===== src/rtl/brick_sort_frame_packer_if.sv =====
// Stream-in / frame-out handshake bundle for the brick sort loader.
// slave: s_data/s_valid/s_last/m_ready in, s_ready/m_data/m_count/m_valid out.
interface brick_sort_frame_packer_if #(
  parameter int LOG_INPUT_NUM = 4,
  parameter int DATA_WIDTH    = 8
);
  localparam int INPUT_NUM = 2 ** LOG_INPUT_NUM;

  logic [DATA_WIDTH-1:0]           s_data;
  logic                            s_valid;
  logic                            s_last;
  logic                            s_ready;
  logic [INPUT_NUM*DATA_WIDTH-1:0] m_data;
  logic [LOG_INPUT_NUM:0]          m_count;
  logic                            m_valid;
  logic                            m_ready;

  modport master (
    output s_data,
    output s_valid,
    output s_last,
    output m_ready,
    input  s_ready,
    input  m_data,
    input  m_count,
    input  m_valid
  );

  modport slave (
    input  s_data,
    input  s_valid,
    input  s_last,
    input  m_ready,
    output s_ready,
    output m_data,
    output m_count,
    output m_valid
  );
endinterface


===== src/rtl/brick_sort_frame_packer.sv =====
// Packs a serial element stream into one padded frame for the sort network.
// Ports: clk, rst (sync, active-high), bus (slave view of the handshake bundle).
module brick_sort_frame_packer #(
  parameter int LOG_INPUT_NUM = 4,
  parameter int DATA_WIDTH    = 8,
  parameter int ASCENDING     = 1
) (
  input  logic                         clk,
  input  logic                         rst,
  brick_sort_frame_packer_if.slave     bus
);
  localparam int INPUT_NUM = 2 ** LOG_INPUT_NUM;

  // Pad sorts to the tail so it lands in the top lanes.
  localparam logic [DATA_WIDTH-1:0] PAD =
    (ASCENDING != 0) ? '1 : '0;

  localparam logic [LOG_INPUT_NUM-1:0] IDX_ONE =
    LOG_INPUT_NUM'(1);
  localparam logic [LOG_INPUT_NUM-1:0] IDX_MAX =
    LOG_INPUT_NUM'(INPUT_NUM - 1);
  localparam logic [LOG_INPUT_NUM:0] CNT_ONE =
    (LOG_INPUT_NUM + 1)'(1);

  typedef enum logic {
    FILL = 1'b0,
    HOLD = 1'b1
  } state_t;

  state_t                   state;
  logic [LOG_INPUT_NUM-1:0] idx;
  logic [DATA_WIDTH-1:0]    lane [INPUT_NUM];
  logic [LOG_INPUT_NUM:0]   m_count_q;
  logic                     m_valid_q;
  logic                     s_ready_c;
  logic                     accept;
  logic                     close;

  assign s_ready_c = (state == FILL) && !rst;
  assign accept    = bus.s_valid && s_ready_c;
  assign close     = bus.s_last || (idx == IDX_MAX);

  assign bus.s_ready = s_ready_c;
  assign bus.m_count = m_count_q;
  assign bus.m_valid = m_valid_q;

  for (genvar g = 0; g < INPUT_NUM; g++) begin : g_lane
    assign bus.m_data[g*DATA_WIDTH +: DATA_WIDTH] = lane[g];
  end

  always_ff @(posedge clk) begin
    if (rst) begin
      state     <= FILL;
      idx       <= '0;
      m_valid_q <= 1'b0;
      m_count_q <= '0;
      for (int i = 0; i < INPUT_NUM; i++) begin
        lane[i] <= PAD;
      end
    end else begin
      unique case (1'b1)
        (state == FILL): begin
          if (accept) begin
            lane[idx] <= bus.s_data;
            if (close) begin
              m_count_q <= {1'b0, idx} + CNT_ONE;
              m_valid_q <= 1'b1;
              state     <= HOLD;
              idx       <= '0;
            end else begin
              idx <= idx + IDX_ONE;
            end
          end
        end
        (state == HOLD): begin
          if (bus.m_ready) begin
            m_valid_q <= 1'b0;
            m_count_q <= '0;
            state     <= FILL;
            for (int i = 0; i < INPUT_NUM; i++) begin
              lane[i] <= PAD;
            end
          end
        end
        default: ;
      endcase
    end
  end
endmodule


===== src/flat_wrapper.sv =====
// flat-port wrapper written by rule: the top's interface ports become plain ports
module brick_sort_frame_packer_flat 
#(
  parameter int LOG_INPUT_NUM = 4,
  parameter int DATA_WIDTH    = 8,
  parameter int ASCENDING     = 1
)
  (clk, rst, bus_s_data, bus_s_valid, bus_s_last, bus_m_ready, bus_s_ready, bus_m_data, bus_m_count, bus_m_valid);
  brick_sort_frame_packer_if #(.LOG_INPUT_NUM(LOG_INPUT_NUM), .DATA_WIDTH(DATA_WIDTH)) bus_i ();
  input  logic clk;
  input  logic rst;
  input wire logic [$bits(bus_i.s_data)-1:0] bus_s_data;
  input wire logic [$bits(bus_i.s_valid)-1:0] bus_s_valid;
  input wire logic [$bits(bus_i.s_last)-1:0] bus_s_last;
  input wire logic [$bits(bus_i.m_ready)-1:0] bus_m_ready;
  output wire logic [$bits(bus_i.s_ready)-1:0] bus_s_ready;
  output wire logic [$bits(bus_i.m_data)-1:0] bus_m_data;
  output wire logic [$bits(bus_i.m_count)-1:0] bus_m_count;
  output wire logic [$bits(bus_i.m_valid)-1:0] bus_m_valid;
  assign bus_i.s_data = bus_s_data;
  assign bus_i.s_valid = bus_s_valid;
  assign bus_i.s_last = bus_s_last;
  assign bus_i.m_ready = bus_m_ready;
  assign bus_s_ready = bus_i.s_ready;
  assign bus_m_data = bus_i.m_data;
  assign bus_m_count = bus_i.m_count;
  assign bus_m_valid = bus_i.m_valid;
  brick_sort_frame_packer #(.LOG_INPUT_NUM(LOG_INPUT_NUM), .DATA_WIDTH(DATA_WIDTH), .ASCENDING(ASCENDING)) u_core (.clk(clk), .rst(rst), .bus(bus_i));
endmodule

===== config.mk =====
export PLATFORM = sky130hd
export DESIGN_NAME = brick_sort_frame_packer_flat
export DESIGN_NICKNAME = d
export VERILOG_FILES = /design/src/rtl/brick_sort_frame_packer_if.sv /design/src/rtl/brick_sort_frame_packer.sv /design/src/flat_wrapper.sv
export SDC_FILE = /design/constraint.sdc
export NUM_CORES = 1
export LEC_CHECK = 0
export ABC_AREA = 1
export CELL_PAD_IN_SITES_DETAIL_PLACEMENT = 0
export CELL_PAD_IN_SITES_GLOBAL_PLACEMENT = 1
export CORE_MARGIN = 5
export CORE_UTILIZATION = 42
export CTS_BUF_LIST = sky130_fd_sc_hd__clkbuf_8
export DETAILED_ROUTE_END_ITERATION = 10
export GPL_ROUTABILITY_DRIVEN = 0
export HOLD_SLACK_MARGIN = 0.02
export PLACE_DENSITY_LB_ADDON = 0.1
export REMOVE_ABC_BUFFERS = 1
export SETUP_SLACK_MARGIN = 0.02
export SLEW_MARGIN = 5
export SYNTH_ARGS = -nofsm -noshare
export SYNTH_HDL_FRONTEND = slang
export SYNTH_SLANG_ARGS = --single-unit
export TNS_END_PERCENT = 100

===== constraint.sdc =====
create_clock -name clk -period 5.4 [get_ports clk]
set_input_delay 0.81 -clock clk [delete_from_list [all_inputs] [get_ports clk]]
set_output_delay 0.81 -clock clk [all_outputs]
set_load 0.02 [all_outputs]

Word-level counts from Yosys, hierarchy flattened
Memories as Yosys holds them, arrays and structs flattened.
Cells that the tools add are included.

operators by class
  $add $sub $neg = 2
  bitwise operators = 17
  multiplexer cells = 42
  reductions and logical operators = 7
  equal/unequal tests = 4

operators by type and width
  cell                                            number
  two-way mux 8 bit                               17
  two-way mux 1 bit                               17
  bitwise OR 1 bit                                16
  two-way mux 5 bit                               3
  case mux 5 bit (2 select lines)                 1
  two-way mux 4 bit                               2
  OR reduction 8 bit                              1
  adder 4 x 1 -> 5 bit (second input constant)    1
  adder 4 x 1 -> 4 bit (second input constant)    1
  equality test 4 bit (second input constant)     1
  != test 2 x 1 -> 1 bit (second input constant)  2
  case mux 1 bit (2 select lines)                 2
  AND reduction 3 bit                             1
  logical AND 1 bit                               2
  != test 2 bit (second input constant)           1
  AND reduction 2 bit                             1
  zero test 1 bit                                 1
  logical OR 1 bit                                1
  inverter 1 bit                                  1

word-level totals
  output and inout bits = 135
  bits in writable memories = 128
  register bits = 11
  word-level logic and storage cells = 77
  memories = 1
  input port bits = 13

memory list
  name         depth  width  rd ports  clocked after Yosys merged registers in  write ports  line                           source
  u_core.lane  16     8      16        0                                        16           brick_sort_frame_packer.sv:32  logic [DATA_WIDTH-1:0] lane [INPUT_NUM];

Logic depth before layout (Yosys ltp)
  depth after elaboration = 9
  gate-level depth with buffers = 7

Worst setup path before layout
Ideal clock, no wire load.

  path kind = input to register
  start = input rst
  end = memory u_core.lane[0][0] (enable)
  cell stages on the path = 5
  data arrival time = 1,899 ps
  slack = 3,117 ps
  library setup time = 384 ps
  cell sequence = inv_2 -> nand2_4 -> nor2_8 -> nand2_2 -> o21ai_0

RTL lines
  element             line                           source
  start: declaration  flat_wrapper.sv:11             input logic rst;
  end: declaration    brick_sort_frame_packer.sv:32

Worst setup path in the final report
  start = input rst
  end = output bus_s_ready

between the ends
  longest elaborated chain between the ends = 2

ends and longest elaborated chain
  element            line                           source
  zero test 1 bit    brick_sort_frame_packer.sv:39  assign s_ready_c = (state == FILL) && !rst;
  logical AND 1 bit  brick_sort_frame_packer.sv:39
  end: declaration   flat_wrapper.sv:16             output wire logic [$bits(bus_i.s_ready)-1:0] bus_s_ready;

Every way passes these cells.

==> results by group <==
Outcome
  – Outcome: finished, final reports clean

Finish
  – Synth-to-Final Area Change: 37.3%
  – Layout cells sized above 1: 8.96%
  – Fin nets: 563
  – Number of fill cells in the layout: 1044
  – Antenna cells: 0
  – Fin util: 59.3%

GRT
  – First-pass GRT wire length: 19400 um
  – Vias in the first global route: 3449
  – Grt ovf: 0
  – Initial antenna violation count: 0
  – GRT Util Overall: 17.9%
  – Largest net degree at the start of global routing: 18

Run
  – Max-Cap Viols: 0

Logic synthesis
  – YS warnings: 0
  – Post-Syn Area: 5230 um2
  – Distinct cells, synth: 24
  – Syn Inst Count: 391
  – FF+latch count, synth: 139
  – Sequential fraction of the synthesis area: 77.7%
  – Syn avg cell area: 13.4 um2

Clocking
  – CTS H-tree depth: 4
  – Root buf cell: clkbuf_8
  – Clock Path Buffers: 2
  – CTS Buf Count: 17
  – Clock Latency Late Sink: 0.44 ns
  – Clk slew on worst S/H paths: 0.07 ns
  – Postcts setup bufs: 0
  – Clock Sinks: 139
  – CTS resizes: 0
  – Hold_buf cts: 0
  – CTS tree: done

Routing
  – Total number of vias: 3435
  – Final wirelength: 12800 um
  – Post-DRT Antenna Nets: 0
  – Initial DRT Pass Iterations: 4
  – Vias per cell: 4.73
  – DR DRC count: 0
  – DR WL/cell: 17.7 um
  – Starting DRT DRC Count: 265

Power
  – Static Leak: 2.14 nW
  – PwrDens: 277 nW/um2
  – Peak supply drop: 0.151 mV

Worst setup path
  – Arrival @ worst endpoint: 2.30 ns
  – Crit Path Max Fanout: 7
  – FF-to-FF Start: u_core.state
  – CP required: 4.59 ns
  – Crit path kind: input port to output pin
  – Worst reg-to-reg setup slack: 3.10 ns
  – Startpoint types: input port
  – RR Endpoint: u_core.lane[5][6]
  – Endpoint class of the critical path: output pin
  – Worst R2R Path Depth: 5

Min path
  – Hold endpoint: u_core.bus.m_valid
  – HP Start: u_core.bus.m_valid
  – Hold-critical path depth: 2
  – Worst hold path class: flip-flop to flip-flop

STA
  – Setup violations, final: 0
  – Worst-Margin Slew: 1.17 ns
  – Final Hold Fails: 0
  – Time the worst path needs with I/O delays and setup: 3.11 ns
  – RSZ-0062 raised after global routing: no
  – Fmax: 0.321 GHz
  – Setup TNS: 0 ns
  – Final period util: 57.7%
  – Max Slew Vio Count: 0
  – Max transition margin: 21.0%
  – Setup Skew: 0.00544 ns

Floorplanning
  – Ports: 148
  – Chip height: 122 um
  – Initial Utilization: 43.2%
  – Chip width: 122 um
  – Core area: 12100 um2
  – Die area: 14800 um2
  – Row count: 40

Placed design
  – Count of input and output buffers: 147
  – DP Wirelength: 8830 um
==> cells in the final DEF (no fill, tap or decap), types with 2 or more instances in the layout <==
cell type | Yosys | layout
a21oi_1 | 5 | 5
nor2_1 | 3 | 3
inv_2 | 7 | 7
nand2_1 | 155 | 155
nand2_4 | 2 | 2
clkinv_2 | 0 | 5
clkbuf_8 | 0 | 17
nor2_4 | 10 | 10
clkdlybuf4s50_1 | 0 | 147
dfxtp_1 | 11 | 11
o21ai_1 | 3 | 3
edfxtp_1 | 128 | 128
ha_1 | 4 | 4
inv_1 | 19 | 20
nand3_1 | 12 | 12
clkinv_1 | 0 | 6
o21ai_0 | 10 | 10
nand2_2 | 4 | 4
==> per-stage QoR <==
stage	instance area, um2	setup slack, ns	hold slack, ns	power, W	cells
after floorplan	5180	3.01	0.490	0.00126	380
after global placement	6860	2.10	0.464	0.00130	695
after detailed placement	6860	1.92	0.460	0.00130	695
after CTS	7180	2.27	0.473	0.00200	726
after global routing	7180	2.20	0.505	0.00205	726
final	7180	2.29	0.481	0.00199	726
==> state kept, by name (all words and copies together), names as in the netlist <==
signal / count
u_core.lane: 128
u_core.bus.m_count: 5
u_core.idx: 4
u_core.bus.m_valid: 1
u_core.state: 1
==> cell usage after synthesis (all sizes together) <==
master / number / share of area (%)
nand3: 13 / 1.3
edfxtp: 128 / 73
a21oi: 5 / 0.48
nand4: 1 / 0.12
dfxtp: 11 / 4.2
buf: 3 / 0.41
nand2: 161 / 12
ha: 4 / 0.96
o21ai: 13 / 1.2
clkbuf: 8 / 0.57
xor2: 1 / 0.17
inv: 26 / 1.9
nor2: 15 / 2.9
o31ai: 1 / 0.14
o22ai: 1 / 0.12
==> where the power goes <==
| group | switching (W) | internal [W] | leakage (nW) |
|---|---|---|---|
| registers | 0.00000320 | 0.00118 | 0.977 |
| clock network | 0.000363 | 0.000344 | 0.171 |
| logic | 0.0000737 | 0.0000228 | 0.993 |
==> final cells by class <==
type	count	area, um2	share of cell area [%]
clock inverters	14	88.8	1.24
well taps	168	210	2.93
repair buffers	147	1470	20.5
inverters	26	97.6	1.36
flip-flops and latches	139	4060	56.6
multi-input cells	215	1020	14.2
clock buffers	17	234	3.26
==> cells by family (layout without fill, tap and decap cells) <==
logic type               Yosys count  count (layout)  synth area share (%)
buffers and inverters             37             204                  2.85
XOR/XNOR                           1               1                 0.167
flip-flops                       139             139                  77.7
adder cells (fa/ha/maj)            4               4                 0.957
AND/OR/NAND/NOR                  190             190                  16.4
AO/OA/AOI/OAI                     20              20                  1.99
==> critical path, cell delays in order <==
cell	delay (ns)
clkdlybuf4s50_1	0.54
inv_2	0.20
nand2_4	0.09
inv_1	0.07
clkdlybuf4s50_1	0.60
==> routing by layer <==
| metal | global-route usage, % | wire (um) |
|---|---|---|
| met1 | 22.8 | 5500 |
| met2 | 29.4 | 6310 |
| met3 | 5.15 | 850 |
| met4 | 6.51 | 178 |
| met5 | 0 | 0 |
==> how the worst max path moves through the flow <==
stage	from	to	slack, ns
CTS	rst	bus_s_ready	2.27
global route	rst	bus_s_ready	2.20
floorplan	rst	u_core.lane[0][0]	3.01
finish	rst	bus_s_ready	2.29
global placement	rst	u_core.lane[6][5]	2.10
detailed placement	rst	u_core.lane[5][4]	1.92
Power figures use the tool's default switching activity.
